--- src/rtl/dualmem_stream_writer.sv ---
`default_nettype none
// +----------------------------------------------------------------------------+
// | Module      : dualmem_stream_writer                                        |
// | Description : Writes one 16-bit valid/ready stream frame as halfwords into |
// |               port A of the 16/64-bit widening buffer from address 0. It   |
// |               then offers the byte length to the 64-bit side and holds     |
// |               until that side acknowledges. Frames longer than the buffer  |
// |               are dropped whole.                                           |
// |               Optional: DUALMEM_WRITER_DROPCNT_EN adds a saturating        |
// |               drop_cnt output that counts dropped frames.                  |
// | Revision    : 1.0 - initial release                                        |
// +----------------------------------------------------------------------------+
module dualmem_stream_writer #(
  parameter int ADDR_W = 11,
  parameter int DATA_W = 16
) (
  input  logic              clk,
  input  logic              rstn,
  input  logic [DATA_W-1:0] s_data,
  input  logic              s_valid,
  input  logic              s_last,
  input  logic              s_last_odd,
  output logic              s_ready,
  output logic              mem_en,
  output logic [1:0]        mem_we,
  output logic [ADDR_W-1:0] mem_addr,
  output logic [DATA_W-1:0] mem_wdata,
  output logic              frame_valid,
  output logic [ADDR_W+1:0] frame_len,
  input  logic              frame_ack
`ifdef DUALMEM_WRITER_DROPCNT_EN
  ,
  output logic [15:0]       drop_cnt
`endif
);

  // wr_ptr equal to this value means every halfword of the buffer is used
  localparam logic [ADDR_W:0] FULL_PTR = {1'b1, {ADDR_W{1'b0}}};
  localparam logic [ADDR_W:0] PTR_ONE  = (ADDR_W+1)'(1);

  typedef enum logic [1:0] {
    IDLE = 2'd0,
    FILL = 2'd1,
    HOLD = 2'd2,
    DROP = 2'd3
  } state_t;

  state_t              state_q, state_d;
  logic [ADDR_W:0]     wr_ptr_q, wr_ptr_d;
  logic                s_ready_q, s_ready_d;
  logic                mem_en_q, mem_en_d;
  logic [1:0]          mem_we_q, mem_we_d;
  logic [ADDR_W-1:0]   mem_addr_q, mem_addr_d;
  logic [DATA_W-1:0]   mem_wdata_q, mem_wdata_d;
  logic                frame_valid_q, frame_valid_d;
  logic [ADDR_W+1:0]   frame_len_q, frame_len_d;

  logic accept;
  logic full;
  logic odd_end;

  assign accept  = s_valid & s_ready_q;
  assign full    = (wr_ptr_q == FULL_PTR);
  // s_last_odd only matters on the final beat
  assign odd_end = s_last & s_last_odd;

  // Next-state, write-port and frame-length decode; outputs are registered from these
  always_comb begin
    state_d     = state_q;
    wr_ptr_d    = wr_ptr_q;
    mem_en_d    = 1'b0;
    mem_we_d    = 2'b00;
    mem_addr_d  = '0;
    mem_wdata_d = '0;
    frame_len_d = frame_len_q;
    case (state_q)
      IDLE, FILL: begin
        if (accept) begin
          if (full) begin
            // Oversized frame: discard the rest; a closing beat goes straight back to IDLE
            if (s_last) begin
              state_d  = IDLE;
              wr_ptr_d = '0;
            end else begin
              state_d = DROP;
            end
          end else begin
            mem_en_d    = 1'b1;
            mem_we_d    = odd_end ? 2'b01 : 2'b11;
            mem_addr_d  = wr_ptr_q[ADDR_W-1:0];
            mem_wdata_d = s_data;
            wr_ptr_d    = wr_ptr_q + PTR_ONE;
            if (s_last) begin
              state_d     = HOLD;
              frame_len_d = {wr_ptr_d, 1'b0} - {{(ADDR_W+1){1'b0}}, odd_end};
            end else begin
              state_d = FILL;
            end
          end
        end
      end
      HOLD: begin
        // Ack counts once the frame has been offered (frame_valid visible)
        if (frame_valid_q && frame_ack) begin
          state_d     = IDLE;
          wr_ptr_d    = '0;
          frame_len_d = '0;
        end
      end
      DROP: begin
        if (accept && s_last) begin
          state_d  = IDLE;
          wr_ptr_d = '0;
        end
      end
      default: begin
        state_d  = IDLE;
        wr_ptr_d = '0;
      end
    endcase
    s_ready_d     = (state_d != HOLD);
    // One cycle after entering HOLD, so the last write lands before the frame is offered
    frame_valid_d = (state_q == HOLD) && (state_d == HOLD);
  end

  // State and registered outputs; reset discards any partial frame
  always_ff @(posedge clk or negedge rstn) begin
    if (!rstn) begin
      state_q       <= IDLE;
      wr_ptr_q      <= '0;
      s_ready_q     <= 1'b0;
      mem_en_q      <= 1'b0;
      mem_we_q      <= 2'b00;
      mem_addr_q    <= '0;
      mem_wdata_q   <= '0;
      frame_valid_q <= 1'b0;
      frame_len_q   <= '0;
    end else begin
      state_q       <= state_d;
      wr_ptr_q      <= wr_ptr_d;
      s_ready_q     <= s_ready_d;
      mem_en_q      <= mem_en_d;
      mem_we_q      <= mem_we_d;
      mem_addr_q    <= mem_addr_d;
      mem_wdata_q   <= mem_wdata_d;
      frame_valid_q <= frame_valid_d;
      frame_len_q   <= frame_len_d;
    end
  end

  assign s_ready     = s_ready_q;
  assign mem_en      = mem_en_q;
  assign mem_we      = mem_we_q;
  assign mem_addr    = mem_addr_q;
  assign mem_wdata   = mem_wdata_q;
  assign frame_valid = frame_valid_q;
  assign frame_len   = frame_len_q;

`ifdef DUALMEM_WRITER_DROPCNT_EN
  logic        drop_event;
  logic [15:0] drop_cnt_q;

  // Every drop starts with a beat accepted into a full buffer
  assign drop_event = accept && full && ((state_q == IDLE) || (state_q == FILL));

  // Saturating count of dropped frames
  always_ff @(posedge clk or negedge rstn) begin
    if (!rstn) begin
      drop_cnt_q <= 16'd0;
    end else if (drop_event && (drop_cnt_q != 16'hFFFF)) begin
      drop_cnt_q <= drop_cnt_q + 16'd1;
    end
  end

  assign drop_cnt = drop_cnt_q;
`endif

endmodule
`default_nettype wire

--- config.mk ---
export PLATFORM = sky130hd
export DESIGN_NAME = dualmem_stream_writer
export DESIGN_NICKNAME = d
export VERILOG_FILES = /design/src/rtl/dualmem_stream_writer.sv
export SDC_FILE = /design/constraint.sdc
export NUM_CORES = 1
export LEC_CHECK = 0
export ABC_CLOCK_PERIOD_IN_PS = 3500
export CORE_ASPECT_RATIO = 0.75
export CORE_MARGIN = 8
export CORE_UTILIZATION = 45
export CTS_CLUSTER_DIAMETER = 120
export DETAILED_ROUTE_END_ITERATION = 8
export DONT_BUFFER_PORTS = 1
export HOLD_SLACK_MARGIN = 0.12
export PLACE_DENSITY = 0.61
export SETUP_SLACK_MARGIN = 0.5
export SKIP_CTS_REPAIR_TIMING = 1
export SLEW_MARGIN = 25
export SYNTH_ARGS = -nofsm -noshare
export SYNTH_HDL_FRONTEND = slang
export SYNTH_SLANG_ARGS = --single-unit
--- constraint.sdc ---
create_clock -name clk -period 3.5 [get_ports clk]
set_clock_uncertainty 0.15 [all_clocks]
set_input_delay 0.175 -clock clk [delete_from_list [all_inputs] [get_ports clk]]
set_output_delay 0.175 -clock clk [all_outputs]
set_load 0.005 [all_outputs]
# Word level (Yosys, flattened, before mapping)
# Cells that the tools add are included.
# W data, S select, Z words.
totals:
  register_bits: 59
  latch_bits: 0
  ramBits: 0
  romBits: 0
  input_bits: 22
  word_cells: 64
  n_memories: 0
classes:
  add_sub_neg: 2
  mul: 0
  n_div: 0
  n_lt_le_gt_ge: 0
  eq_ne: 12
  n_shift: 0
  muxes: 31
  n_bitwise: 2
  n_reduce_logical: 8
op_table:
  columns: ["cell", "n"]
  rows:
  - ["$mux W12", 5]
  - ["$mux W13", 4]
  - ["$mux W16", 3]
  - ["$pmux W12 S3", 1]
  - ["$mux W11", 3]
  - ["$pmux W13 S2", 1]
  - ["$mux W2", 10]
  - ["$sub A13 B1 Y13", 1]
  - ["$add A12 B1 Y12 const B", 1]
  - ["$eq A12 B12 Y1 const B", 1]
  - ["$ne A2 B2 Y1 const B", 6]
  - ["$eq A2 B2 Y1 const B", 3]
  - ["$pmux W2 S3", 1]
  - ["$reduce_and A5 Y1", 1]
  - ["$reduce_and A4 Y1", 1]
  - ["$logic_and A1 B1 Y1", 3]
  - ["$mux W1", 3]
  - ["$ne A3 B3 Y1 const B", 1]
  - ["$and A1 B1 Y1", 2]
  - ["$eq A2 B1 Y1 const B", 1]
  - ["$logic_not A2 Y1", 1]
  - ["$reduce_bool A2 Y1", 1]
  - ["$reduce_or A2 Y1", 1]

# Logic depth before layout (Yosys ltp)
# Gate-level depths: netlist (run 1).
logic_depth:
  word_depth: 6
  mapped_depth: 12
  ltp_nobuf: 10

# Least setup slack after synthesis (run 1)
# Ideal clock, no wire load.
synth_timing:
  path_kind: "reg-to-reg"
  from: "reg wr_ptr_q[0]"
  to: "reg wr_ptr_q[4]"
  arrival_ns: 2.117
  t_required_ns: 3.254
  path_slack_ns: 1.137
  path_stages_with_launch: 12
  n_path_buf: 2
  synth_period_minus_slack_ns: 2.363
  path_cell_list: "dfrtp_1 buf_2 inv_1 ha_1 nor4bb_1 nand2_1 nor4_1 ha_1 o31a_1 clkbuf_1 o21ai_0 o31ai_1"
synth_between:
  elab_chain_cells: 4
  word_cells_on_any_way: 7
synth_lines:
  columns: ["element", "line_no", "rtl"]
  rows:
  - ["from (decl)", "49", "logic [ADDR_W:0] wr_ptr_q, wr_ptr_d;"]
  - ["from (signal assigned)", "140", "wr_ptr_q <= wr_ptr_d;"]
  - ["$add A12 B1 Y12 / $eq A12 B12 Y1 (equally long branches)", "92, 63", null]
  - ["$mux W12", "79", "if (full) begin"]
  - ["$mux W12", "78", "if (accept) begin"]
  - ["$pmux W12 S3", "76", "case (state_q)"]
# Several ways; a longest one is shown, not always the timed one. The select of a mux whose other input is x is not followed.
# A chain may end at the register's enable or synchronous reset.

# Final worst setup path (run 1)
layout_timing:
  from: "reg wr_ptr_q[0]"
  to: "reg frame_len_q[11] (netlist: frame_len[11])"
layout_between:
  elab_chain_cells: 6
  word_cells_on_any_way: 9
layout_lines:
  columns: ["element", "line_no", "rtl"]
  rows:
  - ["$add A12 B1 Y12", "92", "wr_ptr_d = wr_ptr_q + PTR_ONE;"]
  - ["$sub A13 B1 Y13", "95", "frame_len_d = {wr_ptr_d, 1'b0} - {{(ADDR_W+1){1'b0}}, odd_end};"]
  - ["$mux W13", "93", "if (s_last) begin"]
  - ["$mux W13", "79", null]
  - ["$mux W13", "78", null]
  - ["$pmux W13 S2", "76", null]
  - ["to (signal assigned)", "147", "frame_len_q <= frame_len_d;"]
  - ["to (decl)", "56", "logic [ADDR_W+1:0] frame_len_q, frame_len_d;"]
# Several ways; a longest one is shown, not always the timed one. The select of a mux whose other input is x is not followed.

==> out/qor.yml, run 1 <==
status: "finished clean"
seq_area_frac_synth: 0.512
whs_ps: 101
numCtsBuffers: 9
fin_area_sq_um: 3290
wl_per_cell_microns: 17.7
worst_slew_pin_slew_ps: 510
ctsHtreeMaxLevel: 3
r2r_start: "wr_ptr_q[0]"
grt_max_degree: 59
rrSetupSlack_ps: 690
path_clk_slew_ps: 60
layout-drive-gt1-share: 0.0959
dpl_cell_area_sq_um: 2820
ys.flop_type: "dfrtp_1"
wl_met1_mm: 2.93
ff2ff_path_depth: 7
crit_required_ps: 3560
die_h_microns: 84.7
crit_slowest_cell: "dfrtp_1"
grt_pass1_wl_mm: 10.2
final_cells: 373
core_sq_um: 6190
top_layer: "met4"
yosys.area.top_type_share: 0.512
path_max_fanout: 13
cts_sinks: 58
dp_hpwl_mm: 4.40
path_class: "reg2reg"
p_per_area_nw_per_um2: 603
clock-root-buffer: "clkbuf_8"
synth_area_leaders: "dfrtp_1 (51%), and2_1 (6.8%), nand2_1 (3.7%)"
die_w_microns: 108
ant_nets: 0
dr_wl_met3_microns: 534
syn_area_sq_um: 2830
antenna_found_initial: 0
cp_num_cells: 7
vias_per_cell: 5.43
dieArea_sq_um: 9120
yosysWarnings: 0
synth_area_per_cell_sq_um: 10.3
via_count: 2024
gp_congestion: 0.839
finalNetCount: 315
rows: 25
synth-seq-cells: 58
synth_most_common_cell: "dfrtp_1"
cts_tree: "done"
dpl.cell_count: 335
ios: 67
diodes: 0
first_global_vias: 1917
holdCritPathClass: "in2reg"
slew-limit-headroom: 0.660
drt_pass1_iterations: 4
tns_ps: 0
drt_iter0_markers: 135
post-route-min-period_ps: 2810
cp-start-kind: "register"
leakage_nw: 1.44
syn-num-nets: 302
grt_overflow: 0
clk_latency_ps: 330
period_share: 0.803
end_kind: "register"
netlist.top_cell.by_area: "dfrtp_1"
finalSetupViolCount: 0
max_freq_ghz: 0.356
drv_cap: 0
synthDistinctLibCells: 51
max-vdd-ir-drop_v: 0.000352
synthTopCellsByCount: "dfrtp_1 (58), and2_1 (31), nand2_1 (28)"
initial_utilization: 0.457
crit_family: "simple AND/OR/NAND/NOR gates"
cpPeakStageDelay_ps: 580
drc_errors: 0
crit_buf_inv: 0
hold_violations: 0
cp.arrival_ps: 2870
synth-edff-count: 0
crit_chain: "ha_2 > nand3_1 > or3_1 > nor4b_1 > o2111ai_1 > xnor2_1 > o21ai_0"
met2_wirelength_mm: 3.09
port_buffers: 0
crit_start: "wr_ptr_q[0]"
area_growth_pct: 16.1
min_from: "s_valid"
report.final.slew_viol_count: 0
synthArstFlopShare: 1.00
netlist_instances: 275
wirelength_mm: 6.60
grt_usage: 0.143
grt_setup_unrepaired: "false"
min_path_cells: 4
clock_path_buffers: 2
[flip-flops by register name, indices dropped and copies added, names as in the netlist, 2 cells and up]
signal and flops:
wr_ptr_q 12, mem_addr 11, mem_wdata 16, state_q 2
frame_len 13
[where the power goes]
group          switching (mW)  internal (mW)  total [mW]
clock network           0.261          0.415       0.675
registers               0.116          0.772       0.888
logic                   0.239          0.180       0.419
total                   0.615           1.37        1.98
[through the flow]
stage	setup slack, ps	power [mW]	util
floorplan	1140	1.20	-
global placement	753	1.27	0.456
detailed placement	601	1.28	0.456
CTS	569	1.96	0.491
global route	533	2.11	0.531
finish	689	1.98	0.531
[layout make-up]
cell class	instances	area, sq um
fill	563	2910
sequential	58	1450
multi-input combinational	193	1260
timing repair buffer	23	248
clock buffer	10	138
tap	81	101
clock inverter	5	78.8
inverter	3	11.3
[cells in the final DEF, fill, tap and decap left out, drive strengths merged, types with 5 or more instances in the layout]
cell          n
dfrtp        58
dlygate4sd3  22
xor2          6
o31ai        11
ha            5
a21oi         5
clkbuf       10
nand2        29
o21ai        23
nor2         10
nand3        12
and2         33
xnor2        12
[worst min-delay path, cell delays in order]
cell,delay [ps]
nand4_1,70
o21ai_0,90
nand2_1,80
o21a_1,120
[kinds of logic after synthesis]
| logic type | Yosys count | synth area share |
|---|---|---|
| and+or+nand+nor | 114 | 0.227 |
| DFF | 58 | 0.512 |
| AOI/OAI and AO/OA | 53 | 0.128 |
| buffers and inverters | 24 | 0.0437 |
| xor gates and xnor gates | 18 | 0.0557 |
| adders and majority gates | 5 | 0.0221 |
| muxes | 3 | 0.0110 |
[per-layer routing]
metal,up-vias,GRT usage
met2,64,0.210
li1,980,-
met5,-,0
met1,978,0.182
met3,2,0.0627
met4,0,0.0503
[final timing paths]
kind	to
max in group asynchronous	wr_ptr_q[11]
setup / recovery	frame_len[11]
hold reg to reg	frame_len[0]
min in group asynchronous	frame_len[5]
hold / removal	state_q[1]
setup reg to reg	frame_len[11]
Power figures use the tool's default switching activity.
==> run 2: changes to the inputs <==
Settings changed: ABC_AREA set to 1, ABC_CLOCK_PERIOD_IN_PS 3500 to 2500, PLACE_DENSITY 0.61 to 0.63.
Clock period 3.5 ns to 2.5 ns, I/O delays scaled along.
==> out/qor.yml, run 2 <==
layout_common_cells: "nand2_1 (64), dfrtp_1 (53), nor2_1 (49)"  # was dfrtp_1 (58), and2_1 (31), nand2_1 (28)
drc_errors: 0  # unchanged
status: "finished clean"  # unchanged
synth_area_per_cell_sq_um: 8.37  # was 10.3 sq um
die_h_microns: 83.5  # was 84.7 microns
ctsHtreeMaxLevel: 3  # unchanged
clk_latency_ps: 330  # about the same
finalSetupViolCount: 0  # unchanged
clock-root-buffer: "clkbuf_8"  # unchanged
max_freq_ghz: 0.501  # was 0.356 GHz
vias_per_cell: 5.03  # was 5.43
rrSetupSlack_ps: 500  # was 690 ps
first_global_vias: 2188  # was 1,917
multi_input_area_sq_um: 1210  # was 1260 sq um
finalNetCount: 400  # was 315
crit_end: "wr_ptr_q[4]"  # was frame_len[11]
initial_utilization: 0.469  # was 0.457
whs_ps: 169  # was 101 ps
ios: 67  # unchanged
fillers: 519  # was 563
use_met1: 0.167  # was 0.182
numCtsBuffers: 9  # unchanged
via_count: 2292  # was 2,024
netlist_instances: 326  # was 275
layout-drive-gt1-share: 0.254  # was 0.0959
r2r_start: "wr_ptr_q[0]"  # unchanged
report.final.slew_viol_count: 0  # unchanged
synthArstFlopShare: 1.00  # unchanged
tns_ps: 0  # unchanged
grt_max_degree: 59  # unchanged
holdCritPathClass: "in2async"  # was in2reg
wirelength_mm: 6.80  # was 6.60 mm
busiest_layer: "met2"  # unchanged
die_w_microns: 106  # was 108 microns
synthTopCellsByCount: "nand2_1 (65), dfrtp_1 (58), nor2_1 (56)"  # was dfrtp_1 (58), and2_1 (31), nand2_1 (28)
core_sq_um: 5830  # was 6190 sq um
r2r_end: "wr_ptr_q[4]"  # was frame_len[11]
dieArea_sq_um: 8840  # was 9120 sq um
seq_area_frac_synth: 0.532  # was 0.512
final_core_utilization: 0.615  # was 0.531
dp_hpwl_mm: 4.38  # was 4.40 mm
period_share: 0.798  # was 0.803
path_clk_slew_ps: 70  # was 60 ps
gp_congestion: 0.865  # was 0.839
p_per_area_nw_per_um2: 906  # was 603 nW/um^2
yosysWarnings: 0  # unchanged
synthDistinctLibCells: 29  # was 51
synth-edff-count: 0  # unchanged
synth_most_common_cell: "nand2_1"  # was dfrtp_1
leakage_nw: 1.78  # was 1.44 nW
synth-seq-cells: 58  # unchanged
synth_area_leaders: "dfrtp_1 (53%), nand2_1 (8.9%), nor2_1 (7.7%)"  # was dfrtp_1 (51%), and2_1 (6.8%), nand2_1 (3.7%)
netlist.top_cell.by_area: "dfrtp_1"  # unchanged
use_met3: 0.0617  # was 0.0627
drt_pass1_iterations: 4  # unchanged
path_class: "reg2reg"  # unchanged
crit_start: "wr_ptr_q[0]"  # unchanged
clock_path_buffers: 2  # unchanged
cp.arrival_ps: 2100  # was 2870 ps
end_kind: "register"  # unchanged
layout_commonest_cell: "nand2_1"  # was dfrtp_1
ff_latch_area_sq_um: 1460  # was 1450 sq um
diodes: 0  # unchanged
largest_reg_flops: 16  # unchanged
max-vdd-ir-drop_v: 0.000555  # was 0.000352 V
post-route-min-period_ps: 2000  # was 2810 ps
finalPower_mw: 3.25  # was 1.98 mW
syn_area_sq_um: 2730  # was 2830 sq um
ys.flop_type: "dfrtp_1"  # unchanged
slew-limit-headroom: 0.579  # was 0.660
grt_pass1_wl_mm: 10.3  # was 10.2 mm
antenna_found_initial: 0  # unchanged
wl_per_cell_microns: 14.9  # was 17.7 microns
drt_iter0_markers: 71  # was 135
port_buffers: 0  # unchanged
ant_nets: 0  # unchanged
cts_tree: "done"  # unchanged
worst_slew_pin_slew_ps: 629  # was 510 ps
grt_setup_unrepaired: "true"  # was false
crit_required_ps: 2600  # was 3560 ps
area_growth_pct: 31.2  # was 16.1%
grt_overflow: 0  # unchanged
rows: 24  # was 25
yosys.area.top_type_share: 0.532  # was 0.512
syn-num-nets: 353  # was 302
grt_usage: 0.144  # was 0.143
path_max_fanout: 6  # was 13
drv_cap: 0  # unchanged
ff2ff_path_depth: 10  # was 7
hold_violations: 0  # unchanged
grt_util_met2: 0.237  # was 0.210
cp-start-kind: "register"  # unchanged
cts_sinks: 58  # unchanged
run 2: routing by layer:
layer | routed length [microns] | vias to the layer above
li1 | - | 1123
met1 | 2800 | 1104
met4 | 97 | 0
met2 | 3370 | 55
met3 | 529 | 10
met5 | 0 | -
run 2: worst min-delay path by stage:
stage                     depth (start not counted)       endpoint  start  slack (ps)
after global placement                            0  mem_wdata[15]   rstn        -320
after global routing                              2   mem_wdata[1]   rstn         180
final                                             2         mem_en   rstn         170
after floorplan                                   0   frame_len[0]   rstn        -320
after CTS                                         0   mem_wdata[0]   rstn        -690
after detailed placement                          0  mem_wdata[15]   rstn        -320
run 2: power breakdown:
group	internal (mW)	switching (mW)	leakage, nW
sequential	1.15	0.191	0.775
clock	0.585	0.368	0.109
combinational	0.390	0.564	0.895
run 2: layout make-up:
cell class | instances | area share
Clock buffer | 11 | 0.0395
Clock inverter | 5 | 0.0217
Inverter | 46 | 0.0503
Multi-Input combinational cell | 215 | 0.338
Sequential cell | 58 | 0.407
Tap cell | 78 | 0.0273
Timing Repair Buffer | 43 | 0.116
run 2: cells by family (layout without fill, tap and decap cells):
family / Yosys count / in the layout / synth area share
adders and majority gates: 5 / 5 / 0.0229
AOI/OAI and AO/OA: 29 / 29 / 0.0614
xor gates and xnor gates: 3 / 3 / 0.00963
DFF: 58 / 58 / 0.532
buffers and inverters: 53 / 105 / 0.0774
and+or+nand+nor: 178 / 178 / 0.297
run 2: worst max-delay path, stage by stage (launching register included):
cell	delay, ps
dfrtp_2	470
inv_4	100
ha_4	130
nand3_4	80
nor3_4	200
ha_2	240
nor2_4	40
nor2_4	140
nor2_4	60
buf_6	140
o22ai_2	150
run 2: per-stage QoR:
stage,instance area (sq um),setup WS (ps),cells
4_1_cts,3020,295,414
3_3_place_gp,2800,403,398
5_1_grt,3580,406,456
6_report,3580,504,456
3_5_place_dp,2800,312,398
2_1_floorplan,2730,615,326
